==> src/rtl/tx_byte_fifo_pkg.sv <==
// tx_byte_fifo shared definitions: default geometry,
// input FSM encoding and the occupancy width helper.
package tx_byte_fifo_pkg;

    localparam int DEF_DEPTH_LOG2 = 6;
    localparam int DEF_WIDTH      = 8;

    // Input side handshake FSM: IDLE accepts, HOLD is the dead cycle.
    typedef enum logic {
        IDLE = 1'b0,
        HOLD = 1'b1
    } in_state_t;

    // Occupancy runs 0..2^depth_log2 inclusive, so it needs one extra bit.
    function automatic int level_w(input int depth_log2);
        return depth_log2 + 1;
    endfunction

endpackage

==> src/rtl/tx_byte_fifo_if.sv <==
// tx_byte_fifo byte stream bundle: filter-side intake
// (avail/data/req) and UART-side drain (valid/data/done).
interface tx_byte_fifo_if #(
    parameter int WIDTH = 8
);

    logic             in_avail;
    logic [WIDTH-1:0] in_data;
    logic             in_req;
    logic             out_valid;
    logic [WIDTH-1:0] out_data;
    logic             out_done;

    // Environment side: filter upstream plus UART downstream.
    modport master (
        output in_avail,
        output in_data,
        output out_done,
        input  in_req,
        input  out_valid,
        input  out_data
    );

    // FIFO side.
    modport slave (
        input  in_avail,
        input  in_data,
        input  out_done,
        output in_req,
        output out_valid,
        output out_data
    );

endinterface

==> src/rtl/tx_byte_fifo_mem.sv <==
// tx_byte_fifo storage: 2^DEPTH_LOG2 x WIDTH array with
// synchronous write and combinational read.
module tx_byte_fifo_mem
    import tx_byte_fifo_pkg::*;
#(
    parameter int DEPTH_LOG2 = DEF_DEPTH_LOG2,
    parameter int WIDTH      = DEF_WIDTH
) (
    input  logic                  clk,
    input  logic                  we,
    input  logic [DEPTH_LOG2-1:0] waddr,
    input  logic [WIDTH-1:0]      wdata,
    input  logic [DEPTH_LOG2-1:0] raddr,
    output logic [WIDTH-1:0]      rdata
);

    logic [WIDTH-1:0] mem [2**DEPTH_LOG2];

    // Contents are left unreset so the array can map onto block RAM.
    always_ff @(posedge clk) begin
        if (we) begin
            mem[waddr] <= wdata;
        end
    end

    assign rdata = mem[raddr];

endmodule

==> src/rtl/tx_byte_fifo.sv <==
// tx_byte_fifo: elastic byte buffer from packet filter to UART.
// Optional high-water mark tracking: define TX_FIFO_HWM_EN.
module tx_byte_fifo
    import tx_byte_fifo_pkg::*;
#(
    parameter int DEPTH_LOG2 = DEF_DEPTH_LOG2,
    parameter int WIDTH      = DEF_WIDTH
) (
    input  logic                clk,
    input  logic                rst,
    tx_byte_fifo_if.slave       bus,
    output logic [DEPTH_LOG2:0] level,
    output logic                full,
    output logic                empty,
    output logic                underflow_err,
    input  logic                hwm_clr,
    output logic [DEPTH_LOG2:0] hwm
);

    localparam int LW = level_w(DEPTH_LOG2);

    localparam logic [LW-1:0] DEPTH =
        {1'b1, {DEPTH_LOG2{1'b0}}};
    localparam logic [LW-1:0] LVL_ONE =
        {{DEPTH_LOG2{1'b0}}, 1'b1};
    localparam logic [DEPTH_LOG2-1:0] PTR_ONE =
        {{(DEPTH_LOG2-1){1'b0}}, 1'b1};

    in_state_t             state_q;
    in_state_t             state_d;
    logic                  push;
    logic                  pop;
    logic                  in_req_q;
    logic [DEPTH_LOG2-1:0] wr_ptr;
    logic [DEPTH_LOG2-1:0] rd_ptr;
    logic [LW-1:0]         level_q;
    logic [LW-1:0]         level_d;
    logic                  uf_q;
    logic [WIDTH-1:0]      rdata;

    // Flags come from the registered count, so a pop
    // never frees a slot for a push in the same cycle.
    assign full  = (level_q == DEPTH);
    assign empty = (level_q == '0);
    assign level = level_q;
    assign pop   = bus.out_done && !empty;

    // Intake decision: take one byte from IDLE, then sit in HOLD a cycle.
    always_comb begin
        state_d = state_q;
        push    = 1'b0;
        unique case (state_q)
            IDLE: begin
                if (bus.in_avail && !full) begin
                    push    = 1'b1;
                    state_d = HOLD;
                end
            end
            HOLD: begin
                state_d = IDLE;
            end
        endcase
    end

    // FSM state and the registered consume strobe.
    always_ff @(posedge clk or negedge rst) begin
        if (!rst) begin
            state_q  <= IDLE;
            in_req_q <= 1'b0;
        end else begin
            state_q  <= state_d;
            in_req_q <= push;
        end
    end

    assign bus.in_req = in_req_q;

    // Occupancy update; push and pop together leave it unchanged.
    always_comb begin
        level_d = level_q;
        unique case ({push, pop})
            2'b10:   level_d = level_q + LVL_ONE;
            2'b01:   level_d = level_q - LVL_ONE;
            default: level_d = level_q;
        endcase
    end

    // Pointers wrap naturally; the separate count disambiguates full/empty.
    always_ff @(posedge clk or negedge rst) begin
        if (!rst) begin
            wr_ptr  <= '0;
            rd_ptr  <= '0;
            level_q <= '0;
        end else begin
            if (push) begin
                wr_ptr <= wr_ptr + PTR_ONE;
            end
            if (pop) begin
                rd_ptr <= rd_ptr + PTR_ONE;
            end
            level_q <= level_d;
        end
    end

    // Sticky underflow: a new underflow wins over a clear.
    always_ff @(posedge clk or negedge rst) begin
        if (!rst) begin
            uf_q <= 1'b0;
        end else if (bus.out_done && empty) begin
            uf_q <= 1'b1;
        end else if (hwm_clr) begin
            uf_q <= 1'b0;
        end
    end

    assign underflow_err = uf_q;

    tx_byte_fifo_mem #(
        .DEPTH_LOG2 (DEPTH_LOG2),
        .WIDTH      (WIDTH)
    ) u_mem (
        .clk   (clk),
        .we    (push),
        .waddr (wr_ptr),
        .wdata (bus.in_data),
        .raddr (rd_ptr),
        .rdata (rdata)
    );

    // Stale storage is masked so an empty FIFO always shows zero.
    assign bus.out_valid = !empty;
    assign bus.out_data  = empty ? '0 : rdata;

`ifdef TX_FIFO_HWM_EN
    logic [LW-1:0] hwm_q;

    // Peak tracking lags level by a cycle; a clear loads the post-push level.
    always_ff @(posedge clk or negedge rst) begin
        if (!rst) begin
            hwm_q <= '0;
        end else if (hwm_clr) begin
            hwm_q <= level_d;
        end else if (level_q > hwm_q) begin
            hwm_q <= level_q;
        end
    end

    assign hwm = hwm_q;
`else
    assign hwm = '0;
`endif

endmodule

==> src/flat_wrapper.sv <==
// flat-port wrapper written by rule: the top's interface ports become plain ports
module tx_byte_fifo_flat import tx_byte_fifo_pkg::*;
#(
    parameter int DEPTH_LOG2 = DEF_DEPTH_LOG2,
    parameter int WIDTH      = DEF_WIDTH
)
  (clk, rst, level, full, empty, underflow_err, hwm_clr, hwm, bus_in_avail, bus_in_data, bus_out_done, bus_in_req, bus_out_valid, bus_out_data);
  tx_byte_fifo_if #(.WIDTH(WIDTH)) bus_i ();
  input  logic clk;
  input  logic rst;
  output logic [DEPTH_LOG2:0] level;
  output logic full;
  output logic empty;
  output logic underflow_err;
  input  logic hwm_clr;
  output logic [DEPTH_LOG2:0] hwm;
  input wire logic [$bits(bus_i.in_avail)-1:0] bus_in_avail;
  input wire logic [$bits(bus_i.in_data)-1:0] bus_in_data;
  input wire logic [$bits(bus_i.out_done)-1:0] bus_out_done;
  output wire logic [$bits(bus_i.in_req)-1:0] bus_in_req;
  output wire logic [$bits(bus_i.out_valid)-1:0] bus_out_valid;
  output wire logic [$bits(bus_i.out_data)-1:0] bus_out_data;
  assign bus_i.in_avail = bus_in_avail;
  assign bus_i.in_data = bus_in_data;
  assign bus_i.out_done = bus_out_done;
  assign bus_in_req = bus_i.in_req;
  assign bus_out_valid = bus_i.out_valid;
  assign bus_out_data = bus_i.out_data;
  tx_byte_fifo #(.DEPTH_LOG2(DEPTH_LOG2), .WIDTH(WIDTH)) u_core (.clk(clk), .rst(rst), .bus(bus_i), .level(level), .full(full), .empty(empty), .underflow_err(underflow_err), .hwm_clr(hwm_clr), .hwm(hwm));
endmodule
==> config.mk <==
export PLATFORM = sky130hd
export DESIGN_NAME = tx_byte_fifo_flat
export DESIGN_NICKNAME = d
export VERILOG_FILES = /design/src/rtl/tx_byte_fifo_pkg.sv /design/src/rtl/tx_byte_fifo_if.sv /design/src/rtl/tx_byte_fifo_mem.sv /design/src/rtl/tx_byte_fifo.sv /design/src/flat_wrapper.sv
export SDC_FILE = /design/constraint.sdc
export NUM_CORES = 1
export LEC_CHECK = 0
export CORE_MARGIN = 8
export CORE_UTILIZATION = 40
export DETAILED_ROUTE_END_ITERATION = 8
export RECOVER_POWER = 25
export SYNTH_ARGS = -nofsm -noshare
export SYNTH_HDL_FRONTEND = slang
export SYNTH_SLANG_ARGS = --single-unit
==> constraint.sdc <==
create_clock -name clk -period 7.15 [get_ports clk]
set_input_delay 2.145 -clock clk [delete_from_list [all_inputs] [get_ports clk]]
set_output_delay 2.145 -clock clk [all_outputs]
set_load 0.05 [all_outputs]
== Yosys cells after proc, flatten, opt, wreduce, memory -nomap -nowiden ==
Memory sizes are Yosys's and may differ from the RTL's.
Cells that the tools add are included.

* Add/subtract/negate cells: 4
* Equal/unequal tests: 3
* Multiplexer cells: 9
* Bitwise gates (word level): 1
* Reductions and logical operators: 8

{| class="wikitable"
|+ Operators with widths
! kind !! number
|-
| 7-bit case mux with 2 select lines || 1
|-
| 6-bit by 1-bit adder with 6-bit output (second input constant) || 2
|-
| 8-bit two-way mux || 1
|-
| 7-bit by 1-bit adder with 7-bit output (second input constant) || 1
|-
| 7-bit == test (second input constant) || 1
|-
| 7-bit zero test || 1
|-
| 7-bit by 1-bit subtractor with 7-bit output (second input constant) || 1
|-
| 1-bit two-way mux || 6
|-
| 2-bit nonzero test || 2
|-
| 1-bit logical AND || 3
|-
| 2-bit by 1-bit == test with 1-bit output (second input constant) || 1
|-
| 2-bit == test (second input constant) || 1
|-
| 1-bit zero test || 2
|-
| 1-bit case mux with 2 select lines || 1
|-
| 1-bit inverter || 1
|}

* Register bits after elaboration: 22
* Bits in writable memories: 512
* Input bits: 13
* Output and inout bits: 27
* Memories: 1

{| class="wikitable"
|+ Memory list
! memory !! depth !! bits a word !! read ports !! clocked after memory_dff !! wr ports !! line !! source
|-
| u_core.u_mem.mem || 64 || 8 || 1 || 0 || 1 || tx_byte_fifo_mem.sv:17 || <nowiki>logic [WIDTH-1:0] mem [2**DEPTH_LOG2];</nowiki>
|}

== Logic depth before layout (Yosys ltp) ==
Gate-level depths: netlist of run 1.

* Depth in word-level cells: 7
* Depth in mapped cells: 14
* Mapped depth without buffers: 11

== Cells and area by module ==
Synthesis of run 1 repeated with hierarchy kept, for this count alone.

* Cell total of the unflattened synthesis: 1056
* Area total of the unflattened synthesis: 21272.9 um2

{| class="wikitable"
|+ Modules (own cells, without submodules)
! module !! times used !! cells each !! area an instance (um2) !! sequential area each (um2)
|-
| tx_byte_fifo_mem || 1 || 932 || 20006.7 || 15374.7
|-
| tx_byte_fifo || 1 || 124 || 1266.2 || 525.5
|}

== Worst setup path before layout of run 1 ==
Ideal clock, no wire load.

* Kind: flip-flop to output port
* Start: reg u_core.level_q[2] (netlist: u_core.level[2])
* End: out bus_out_data[1]
* Arrival time: 3076 ps
* Path slack: 1929 ps
* Stages on the path, launching flop included: 6
* Cells stage by stage: dfrtp_1 buf_2 nor2_1 nand3b_1 nand2_1 o32ai_1

* Cells in the longest elaborated chain, start to end: 2

{| class="wikitable"
|+ RTL lines
! what !! line !! source
|-
| start, declared || tx_byte_fifo.sv:36 || <nowiki>logic [LW-1:0] level_q;</nowiki>
|-
| start signal, assigned || tx_byte_fifo.sv:101 || <nowiki>level_q <= level_d;</nowiki>
|-
| 7-bit zero test || tx_byte_fifo.sv:44 || <nowiki>assign empty = (level_q == '0);</nowiki>
|-
| 8-bit two-way mux || tx_byte_fifo.sv:132 || <nowiki>assign bus.out_data = empty ? '0 : rdata;</nowiki>
|-
| end, declared || flat_wrapper.sv:22 || <nowiki>output wire logic [$bits(bus_i.out_data)-1:0] bus_out_data;</nowiki>
|}

No other way between the ends.

== Final worst setup path of run 1 ==
* Start: reg u_core.rd_ptr[1]
* End: out bus_out_data[6]

* Cells in the longest elaborated chain, start to end: 2

{| class="wikitable"
|+ RTL lines
! what !! line !! source
|-
| start, declared || tx_byte_fifo.sv:35 || <nowiki>logic [DEPTH_LOG2-1:0] rd_ptr;</nowiki>
|-
| start signal, assigned || tx_byte_fifo.sv:99 || <nowiki>rd_ptr <= rd_ptr + PTR_ONE;</nowiki>
|-
| memory read 64 x 8 bit || n/a ||
|-
| 8-bit two-way mux || tx_byte_fifo.sv:132 ||
|}

No other way between the ends.

==> results of run 1 <==
## cells by family after synthesis
group / Yosys count
other: 1
AND/OR/NAND/NOR: 139
multiplexers: 205
XOR/XNOR: 18
buffers and inverters: 84
AO/OA/AOI/OAI: 141
flip-flops: 533
adder cells (fa/ha/maj): 5
## worst max path at each step
stage	depth (start not counted)	start	to	slack [ns]
6_report	6	u_core.rd_ptr[1]	bus_out_data[6]	1.02
2_1_floorplan	5	u_core.level[2]	bus_out_data[1]	1.93
4_1_cts	6	u_core.rd_ptr[1]	bus_out_data[6]	1.10
3_3_place_gp	6	u_core.rd_ptr[1]	bus_out_data[6]	1.78
5_1_grt	6	u_core.rd_ptr[1]	bus_out_data[6]	0.95
3_5_place_dp	6	u_core.rd_ptr[1]	bus_out_data[6]	1.73
## stage by stage
step	instances	utilization, %	setup WS, ns	area [µm²]	power (mW)
after global routing	1892	45.2	0.947	23800	9.68
after global placement	1798	42.1	1.78	22200	6.74
final	1892	45.2	1.02	23800	9.34
after CTS	1892	45.2	1.10	23800	9.40
after floorplan	1132	-	1.93	21400	5.89
after detailed placement	1798	42.1	1.73	22200	6.76
## synth_stat cells, drive strengths merged, types with 3 or more instances
library cell and n:
xor2 9, a22oi 11, a211oi 20, nand3b 4, nor2b 5, a21o 8, xnor2 9, o221ai 16
nor2 86, a221oi 16, inv 7, edfxtp 512, a211o 8, mux2i 132, dfrtp 21, a21oi 15
a2111oi 3, buf 56, nand2 17, mux2 3, and2 4, clkbuf 21, nand3 5, o32ai 8
ha 5, nand4 3, mux4 70, o21ai 12, o22ai 16
## final cells by class
cell class | count | area share, %
sequential | 533 | 66.9
clock inverter | 26 | 0.868
tap | 688 | 3.62
inverter | 7 | 0.110
multi-input combinational | 515 | 20.8
timing repair buffer | 55 | 1.79
clock buffer | 68 | 5.99
## routing by layer
metal	wire length (µm)	global-route usage [%]	vias up	part of all wire (%)
met4	1420	5.59	0	2.9
li1	-	-	4638	-
met2	22100	23.7	391	45
met3	3620	3.10	75	7.3
met1	22400	24.0	5531	45
met5	0	0	-	0
## flip-flops by register name (all words and copies together) (netlist names)
name and count:
u_core.rd_ptr 6, u_core.bus.in_req 1, u_core.underflow_err 1, u_core.level 7, u_core.wr_ptr 6, u_core.u_mem.mem 512
## critical path: cells and delay by family, from the launching register on
family / cells / cell delay, ns
AND/OR/NAND/NOR: 1 / 0.86
flip-flops: 1 / 0.98
AO/OA/AOI/OAI: 4 / 1.23
buffers and inverters: 1 / 0.31
## power groups by stage
stage	clock network, mW	logic [mW]	registers (mW)
2_1_floorplan	0	2.15	3.74
3_3_place_gp	0	2.88	3.86
3_5_place_dp	0	2.89	3.87
4_1_cts	2.69	2.90	3.80
5_1_grt	2.81	3.04	3.83
6_report	2.64	2.89	3.80
==> impl_results.md, run 1 <==
* CTS Root Cell: clkbuf_16
* Largest area contributor in the netlist: edfxtp_1
* Multi-input logic area at 0.00494 mm²
* Slew headroom at -113%
* 1st-pass router iterations at 5
* Share of the synthesized area in the top cell type at 72.0%
* Crit path largest cell delay at 0.98 ns
* Gate power share at 31.0%
* CTS tree: yes
* Port Buffer Count at 32
* Vias in the first global route at 10700
* WHS Endpoint: u_core.rd_ptr[5]
* First-pass GRT wire length at 73000 µm
* FF+latch area at 0.0159 mm²
* RSZ-0062 raised after global routing: no
* Initial antenna violation count at 0
* Reg-to-Reg Start: u_core.level[4]
* Area growth, synth to finish at 11.3%
* Syn. warnings at 0
* CTS H-Tree Depth at 2
* R2R cell count at 11
* Hold WS at 0.506 ns
* Clock buffer depth at 3
* Slew Limit Fails at 390
* GRT Overall Usage at 16.2%
* Post-synth EDFFs at 512
* Adder-cell share of the synthesized area at 0.293%
* # resized after CTS at 0
* PD cells at 392 mW/mm²
* Ys async rst share at 3.94%
* Failing checks: capacitance limit, slew limit
* Internal power at 6.16 mW
* Starting Density at 40.6%
* DRT antenna net count at 0
* Slowest cell on the critical path: dfrtp_4
* Mapped Area at 0.0214 mm²
* Mux contribution to synthesized area at 13.7%
* Num CTS Buffers at 53
* Io pins at 40
* Hold path cells at 1
* Largest net degree at the start of global routing at 68
* Avg Synthesized Cell Area at 19.0 µm²
* Leakage power at 7.77 nW
* Peak VDD IR at 0.000272 V
* Critical path fanouts, max at 55
* Clock sink total at 533
* Most common cell after layout, fill and taps aside: edfxtp_1
* Status: finished with violations
* Largest family of logic cells by synthesized area: multiplexers
* Fmax at 163 MHz
* Critical Path RT at 5.01 ns
* Setup_tns at 0 ns
* Synth Area in Compound Gates at 5.16%
* Type of element launching the critical path: flip-flop
* DRT iter0 DRCs at 1002
* Psw at 3.18 mW
* DP HPWL at 29400 µm
* Setup Viol. Count Final at 0
* GPL Wtd Cong at 0.824
* Cell row count at 84
* Number of max-cap violations at 6
* Die ar. at 0.0611 mm²
* Filler cells at 4456
* DRC Markers at 0
* Ys flop type: edfxtp_1
* Die width at 247 µm
* Critical Path End Type: output port
* Post-synthesis register bit count at 533
* Seq pwr share at 40.7%
* Clock power frac at 28.3%
* Worst Tran Pin Value at 3.20 ns
* Post-synthesis cell type count at 57
* Clock Latency Late Sink at 0.60 ns
* GR Overflow Total at 0
* FF-to-FF End: u_core.level[6]
* HP Start: u_core.rd_ptr[5]
* Clock transition at the registers of the reported paths at 0.06 ns
* Commonest cells after routing, fill and taps aside: edfxtp_1 (512), mux2i_1 (132), nor2_1 (86), mux4_2 (70), clkbuf_16 (55)
* Die height at 247 µm
* Worst Skew at 0.0192 ns
* Synth Instances at 1126
* Post-CTS Repair Setup Buffers at 0
* Tcrit/Tclk final at 85.7%
* Hold Violations, Final at 0
* Area contributors post-synth: edfxtp_1 (72%), mux4_2 (7.4%), mux2i_1 (6.2%), dfrtp_1 (2.5%), nor2_1 (1.5%)
* Layout cell share with drive strength beyond 1 at 15.8%
* Tmin final at 6.13 ns
* Crit path kind: reg2out
* DR WL/cell at 26.1 µm
* Net Sw Frac at 34.0%
* Post-synthesis xor/xnor area fraction at 0.738%
* Final WL at 49500 µm
* Antenna fix cells at 0
* CP Data Arrival Time at 3.98 ns
* Hold buffers post-CTS at 0
* Placeable Area at 0.0527 mm²
* Vias at 10600
* Sequential area share after synthesis at 74.4%
* R2R Setup Slk at 3.63 ns
* Final net count at 1183
* Hold Crit Class: reg2reg
* Simple-gate area share of the yosys netlist at 3.07%
* Critical-path cell list: nand3_1 -> o22ai_1 -> a211o_1 -> a21oi_1 -> o32ai_1 -> buf_4
* Vias per inst at 5.62
No activity file was read; power rests on OpenSTA's default activity.
==> inputs of run 2 (changes only) <==
- SLEW_MARGIN: not set -> 40
==> impl_results.md, run 2 (same netlist as run 1, synthesis figures left out) <==
* Tcrit/Tclk final at 82.4% (-3.3 points)
* Hold Violations, Final at 0 (unchanged)
* Antenna fix cells at 0 (unchanged)
* CTS tree: yes
* Vias per inst at 5.61 (-0.25%)
* DRT antenna net count at 0 (unchanged)
* Slew headroom at -113% (+0.24 points)
* Die height at 247 µm (unchanged)
* Final WL at 49700 µm (+0.41%)
* CP Data Arrival Time at 3.75 ns (-0.23 ns)
* GR Overflow Total at 0 (unchanged)
* GPL Wtd Cong at 0.824 (unchanged)
* Critical-path cell list: buf_12 -> mux4_2 -> mux2i_1 -> nor2_1 -> a211oi_1 -> o32ai_1 -> buf_4
* Post-route cell area at 0.0240 mm² (+0.71%)
* CTS Root Cell: clkbuf_16
* Initial antenna violation count at 0 (unchanged)
* Setup Viol. Count Final at 0 (unchanged)
* Peak VDD IR at 0.000242 V (-11%)
* RSZ-0062 raised after global routing: no
* Clock buffer depth at 3 (unchanged)
* Vias at 10700 (+0.23%)
* Type of element launching the critical path: flip-flop
* Critical path fanouts, max at 62 (+13%)
* Largest net degree at the start of global routing at 68 (unchanged)
* Clock sink total at 533 (unchanged)
* Num CTS Buffers at 55 (+3.8%)
* Critical Path End Type: output port
* Worst Skew at 0.0278 ns (+0.00860 ns)
* Tmin final at 5.89 ns (-0.238 ns)
* GRT Overall Usage at 16.2% (+0.044 points)
* Die width at 247 µm (unchanged)
* Clock transition at the registers of the reported paths at 0.06 ns (about the same)
* DP HPWL at 29400 µm (about the same)
* Status: finished with violations
* Failing checks: capacitance limit, slew limit
* Commonest cells after routing, fill and taps aside: edfxtp_1 (512), mux2i_1 (132), mux4_2 (70), nor2_1 (63), clkbuf_16 (55)
* # resized after CTS at 0 (unchanged)
* Post-Place Cells at 1798 (unchanged)
* Number of max-cap violations at 6 (unchanged)
* DRC Markers at 0 (unchanged)
* DRT iter0 DRCs at 940 (-6.2%)
* Cell row count at 84 (unchanged)
* Most common cell after layout, fill and taps aside: edfxtp_1
* Filler cells at 4443 (-0.29%)
* Leakage power at 7.81 nW (+0.42%)
* Placed Area at 0.0222 mm² (about the same)
* Post-CTS Repair Setup Buffers at 0 (unchanged)
* Final net count at 1187 (+0.34%)
* Fmax at 170 MHz (+4.0%)
* Reg with most FFs: u_core.u_mem.mem
* Final non-filler cell total at 1901 (+0.48%)
* Starting Density at 40.6% (unchanged)
* Die ar. at 0.0611 mm² (unchanged)
* First-pass GRT wire length at 73300 µm (+0.37%)
* Slowest cell on the critical path: dfrtp_4
* Setup_tns at 0 ns (unchanged)
* DR WL/cell at 26.1 µm (about the same)
* Port Buffer Count at 32 (unchanged)
* Vias in the first global route at 10700 (+0.34%)
* Slew Limit Fails at 390 (unchanged)
* Crit path largest cell delay at 0.87 ns (-0.11 ns)
* Hold Crit Class: reg2reg
* Area growth, synth to finish at 12.1%
* Clock Latency Late Sink at 0.61 ns (about the same)
* Critical Path RT at 5.01 ns (about the same)
* Placeable Area at 0.0527 mm² (unchanged)
* CTS H-Tree Depth at 2 (unchanged)
* Hold buffers post-CTS at 0 (unchanged)
* 1st-pass router iterations at 6 (+1)
* Crit path kind: reg2out
* Worst Tran Pin Value at 3.19 ns (-0.00365 ns)
* PD cells at 394 mW/mm² (+0.36%)
* Max reg flops at 512 (unchanged)
* Layout cell share with drive strength beyond 1 at 18.3% (+2.5 points)
* Io pins at 40 (unchanged)
==> run 2: area by class of cell <==
class | count | area, µm² | share of cell area [%]
Sequential cell | 533 | 15900 | 66.4
Multi-Input combinational cell | 515 | 5000 | 20.9
Clock inverter | 25 | 224 | 0.935
Timing Repair Buffer | 57 | 462 | 1.93
Inverter | 7 | 26.3 | 0.110
Tap cell | 688 | 861 | 3.59
Clock buffer | 76 | 1480 | 6.16
==> run 2: worst max-delay path: cells and delay by family, from the launching register on <==
family / cells / cell delay (ns)
compound gates: 2 / 0.68
buf+inv: 2 / 0.71
simple gates: 1 / 0.10
flops: 1 / 0.87
mux: 2 / 0.72
==> run 2: worst paths after layout <==
kind                            slack (ns)             start          endpoint  depth (start not counted)
worst max-delay path                  1.26  u_core.rd_ptr[0]   bus_out_data[2]                          7
worst min-delay path                  0.50  u_core.rd_ptr[5]  u_core.rd_ptr[5]                          1
worst max register to register        3.59   u_core.level[4]   u_core.level[6]                         11
worst min register to register        0.50  u_core.rd_ptr[5]  u_core.rd_ptr[5]                          1
max in group asynchronous             3.89               rst  u_core.rd_ptr[1]                          2
min in group asynchronous             2.35               rst   u_core.level[6]                          2
==> run 2: per-layer routing <==
| metal | share of wire [%] | wire length (µm) | GRT usage, % |
|---|---|---|---|
| met4 | 2.8 | 1400 | 5.54 |
| met2 | 44 | 21900 | 23.8 |
| met1 | 46 | 22900 | 24.0 |
| met5 | 0 | 0 | 0 |
| met3 | 7.0 | 3500 | 3.12 |
==> run 2: through the flow <==
step	total power [mW]	hold WS [ns]	setup WS (ns)	utilization, %
2_1_floorplan	5.89	0.459	1.93	-
6_report	9.44	0.503	1.26	45.5
3_5_place_dp	6.76	0.496	1.79	42.2
5_1_grt	9.79	0.528	1.06	45.5
3_3_place_gp	6.74	0.480	1.78	42.1
4_1_cts	9.47	0.508	1.14	45.4
==> run 2: report_power, final <==
part / internal [mW] / switching, mW
Combinational: 1.11 / 1.85
Sequential: 3.55 / 0.210
Clock: 1.55 / 1.17
==> inputs of run 3 (changes only) <==
- clock period: 7.15 -> 5.6 ns (I/O delays scaled with it)
==> impl_results.md, run 3 (same netlist as run 1, synthesis figures left out) <==
* Post-layout util at 46.3% (+0.77 points)
* Die ar. at 0.0611 mm² (unchanged)
* Final WL at 49200 µm (-0.94%)
* Pre-CTS setup slack at 1.02 ns (-0.769 ns)
* Clock Latency Late Sink at 0.60 ns (about the same)
* DRC Markers at 0 (unchanged)
* 1st-pass router iterations at 5 (-1)
* GPL Wtd Cong at 0.800 (-3.0%)
* CTS H-Tree Depth at 2 (unchanged)
* Largest net degree at the start of global routing at 86 (+26%)
* Tcrit/Tclk final at 94.1%
* Io pins at 40 (unchanged)
* Peak VDD IR at 0.000357 V (+48%)
* Tmin final at 5.27 ns
* Vias per inst at 5.56 (-0.90%)
* GR Overflow Total at 0 (unchanged)
* Die width at 247 µm (unchanged)
* Setup Viol. Count Final at 0 (unchanged)
* CTS tree: yes
* Vias in the first global route at 10800 (+0.61%)
* Most common cell after layout, fill and taps aside: edfxtp_1
* Filler cells at 4381 (-1.4%)
* DRT iter0 DRCs at 1062 (+13%)
* CTS Root Cell: clkbuf_16
* Placeable Area at 0.0527 mm² (unchanged)
* Leakage power at 8.07 nW (+3.3%)
* Critical path fanouts, max at 24 (-61%)
* Num CTS Buffers at 55 (unchanged)
* Final non-filler cell total at 1928 (+1.4%)
* Layout cell share with drive strength beyond 1 at 19.1% (+0.81 points)
* CP Data Arrival Time at 3.59 ns (-0.16 ns)
* Post-Place Cells at 1826 (+1.6%)
* Slew headroom at -119% (-5.6 points)
* Hold Crit Class: reg2reg
* Hold WS at 0.519 ns (+0.0159 ns)
* # resized after CTS at 0 (unchanged)
* Max reg flops at 512 (unchanged)
* Slew Limit Fails at 424 (+8.7%)
* Reg with most FFs: u_core.u_mem.mem
* GRT Overall Usage at 16.1% (-0.17 points)
* Starting Density at 40.6% (unchanged)
* DRT antenna net count at 0 (unchanged)
* Fmax at 190 MHz
* Die height at 247 µm (unchanged)
* Port Buffer Count at 32 (unchanged)
* Clock transition at the registers of the reported paths at 0.06 ns (about the same)
* Clock sink total at 533 (unchanged)
* Status: finished with violations
* Setup_tns at 0 ns (unchanged)
* Final net count at 1213 (+2.2%)
* Cell row count at 84 (unchanged)
* Critical Path End Type: output port
* Worst Skew at 0.0190 ns (-0.00873 ns)
* Type of element launching the critical path: flip-flop
* Number of max-cap violations at 7 (+1)
* First-pass GRT wire length at 72800 µm (-0.71%)
* Worst Tran Pin Value at 3.28 ns (+0.0841 ns)
* DR WL/cell at 25.5 µm (-2.3%)
* Post-CTS Repair Setup Buffers at 0 (unchanged)
* Hold Violations, Final at 0 (unchanged)
* Crit path kind: reg2out
* Antenna fix cells at 0 (unchanged)
* RSZ-0062 raised after global routing: no
* Failing checks: capacitance limit, slew limit
* Clock buffer depth at 3 (unchanged)
* PD cells at 515 mW/mm² (+31%)
* Critical Path RT at 3.92 ns (-1.09 ns)
* Hold buffers post-CTS at 0 (unchanged)
* Vias at 10700 (+0.51%)
* Initial antenna violation count at 0 (unchanged)
* Area growth, synth to finish at 14.0%
* Commonest cells after routing, fill and taps aside: edfxtp_1 (512), mux2i_1 (132), nor2_1 (75), mux4_2 (70), clkbuf_16 (56)
* DP HPWL at 30200 µm (+2.9%)
* Min setup slack post-route at 0.328 ns (-0.932 ns)
==> run 3: changes by cell type in the layout (fill, tap and decap cells not counted), moves of 5 or more <==
cell,previous run,this run
nor2_1,63,75
bufinv_16,3,9
buf_4,22,42
clkbuf_1,27,22
buf_12,3,11
nor2_2,23,11
==> run 3: metal layers <==
| layer | vias up | wire [µm] | GRT usage (%) | part of all wire (%) |
|---|---|---|---|---|
| met2 | 390 | 22300 | 24.6 | 45 |
| met1 | 5559 | 22400 | 23.1 | 45 |
| li1 | 4689 | - | - | - |
| met4 | 0 | 954 | 3.90 | 1.9 |
| met5 | - | 0 | 0 | 0 |
| met3 | 75 | 3550 | 3.79 | 7.2 |
==> run 3: final cells by class <==
type / instances / area [µm²] / share of cell area (%)
clock buffers: 70 / 1470 / 6.05
clock inverters: 32 / 393 / 1.61
inverters: 7 / 26.3 / 0.108
multi-input cells: 515 / 4950 / 20.3
flip-flops and latches: 533 / 15900 / 65.3
well taps: 688 / 861 / 3.53
repair buffers: 83 / 748 / 3.07
==> run 3: where the power goes <==
group | internal, mW | total [mW] | leakage, nW | switching (mW)
combinational | 1.63 | 3.97 | 2.30 | 2.34
clock | 2.27 | 3.79 | 0.916 | 1.52
sequential | 4.53 | 4.80 | 4.86 | 0.265
total | 8.43 | 12.6 | 8.07 | 4.12
==> run 3: path summary, 6_finish.rpt <==
| check | start | endpoint | slack, ns | depth (start not counted) |
|---|---|---|---|---|
| setup / recovery | u_core.rd_ptr[2] | bus_out_data[3] | 0.33 | 7 |
| hold / removal | u_core.wr_ptr[2] | u_core.wr_ptr[2] | 0.52 | 1 |
| setup reg to reg | u_core.level[4] | u_core.level[4] | 1.79 | 11 |
| hold reg to reg | u_core.wr_ptr[2] | u_core.wr_ptr[2] | 0.52 | 1 |
| max in group asynchronous | rst | u_core.rd_ptr[1] | 3.33 | 1 |
| min in group asynchronous | rst | u_core.level[6] | 1.35 | 1 |
==> run 3: worst max-delay path, stage by stage, from the launching register on <==
cell      delay, ns
dfrtp_1        0.56
buf_4          0.43
inv_1          0.39
mux2i_1        0.22
nor2_1         0.27
a211oi_1       0.14
o32ai_1        0.73
buf_12         0.22
==> run 3: through the flow <==
stage / total power [mW] / area, µm²
floorplan: 7.52 / 21400
global placement: 8.83 / 22500
detailed placement: 8.85 / 22500
CTS: 12.6 / 24400
global route: 13.0 / 24400
finish: 12.6 / 24400
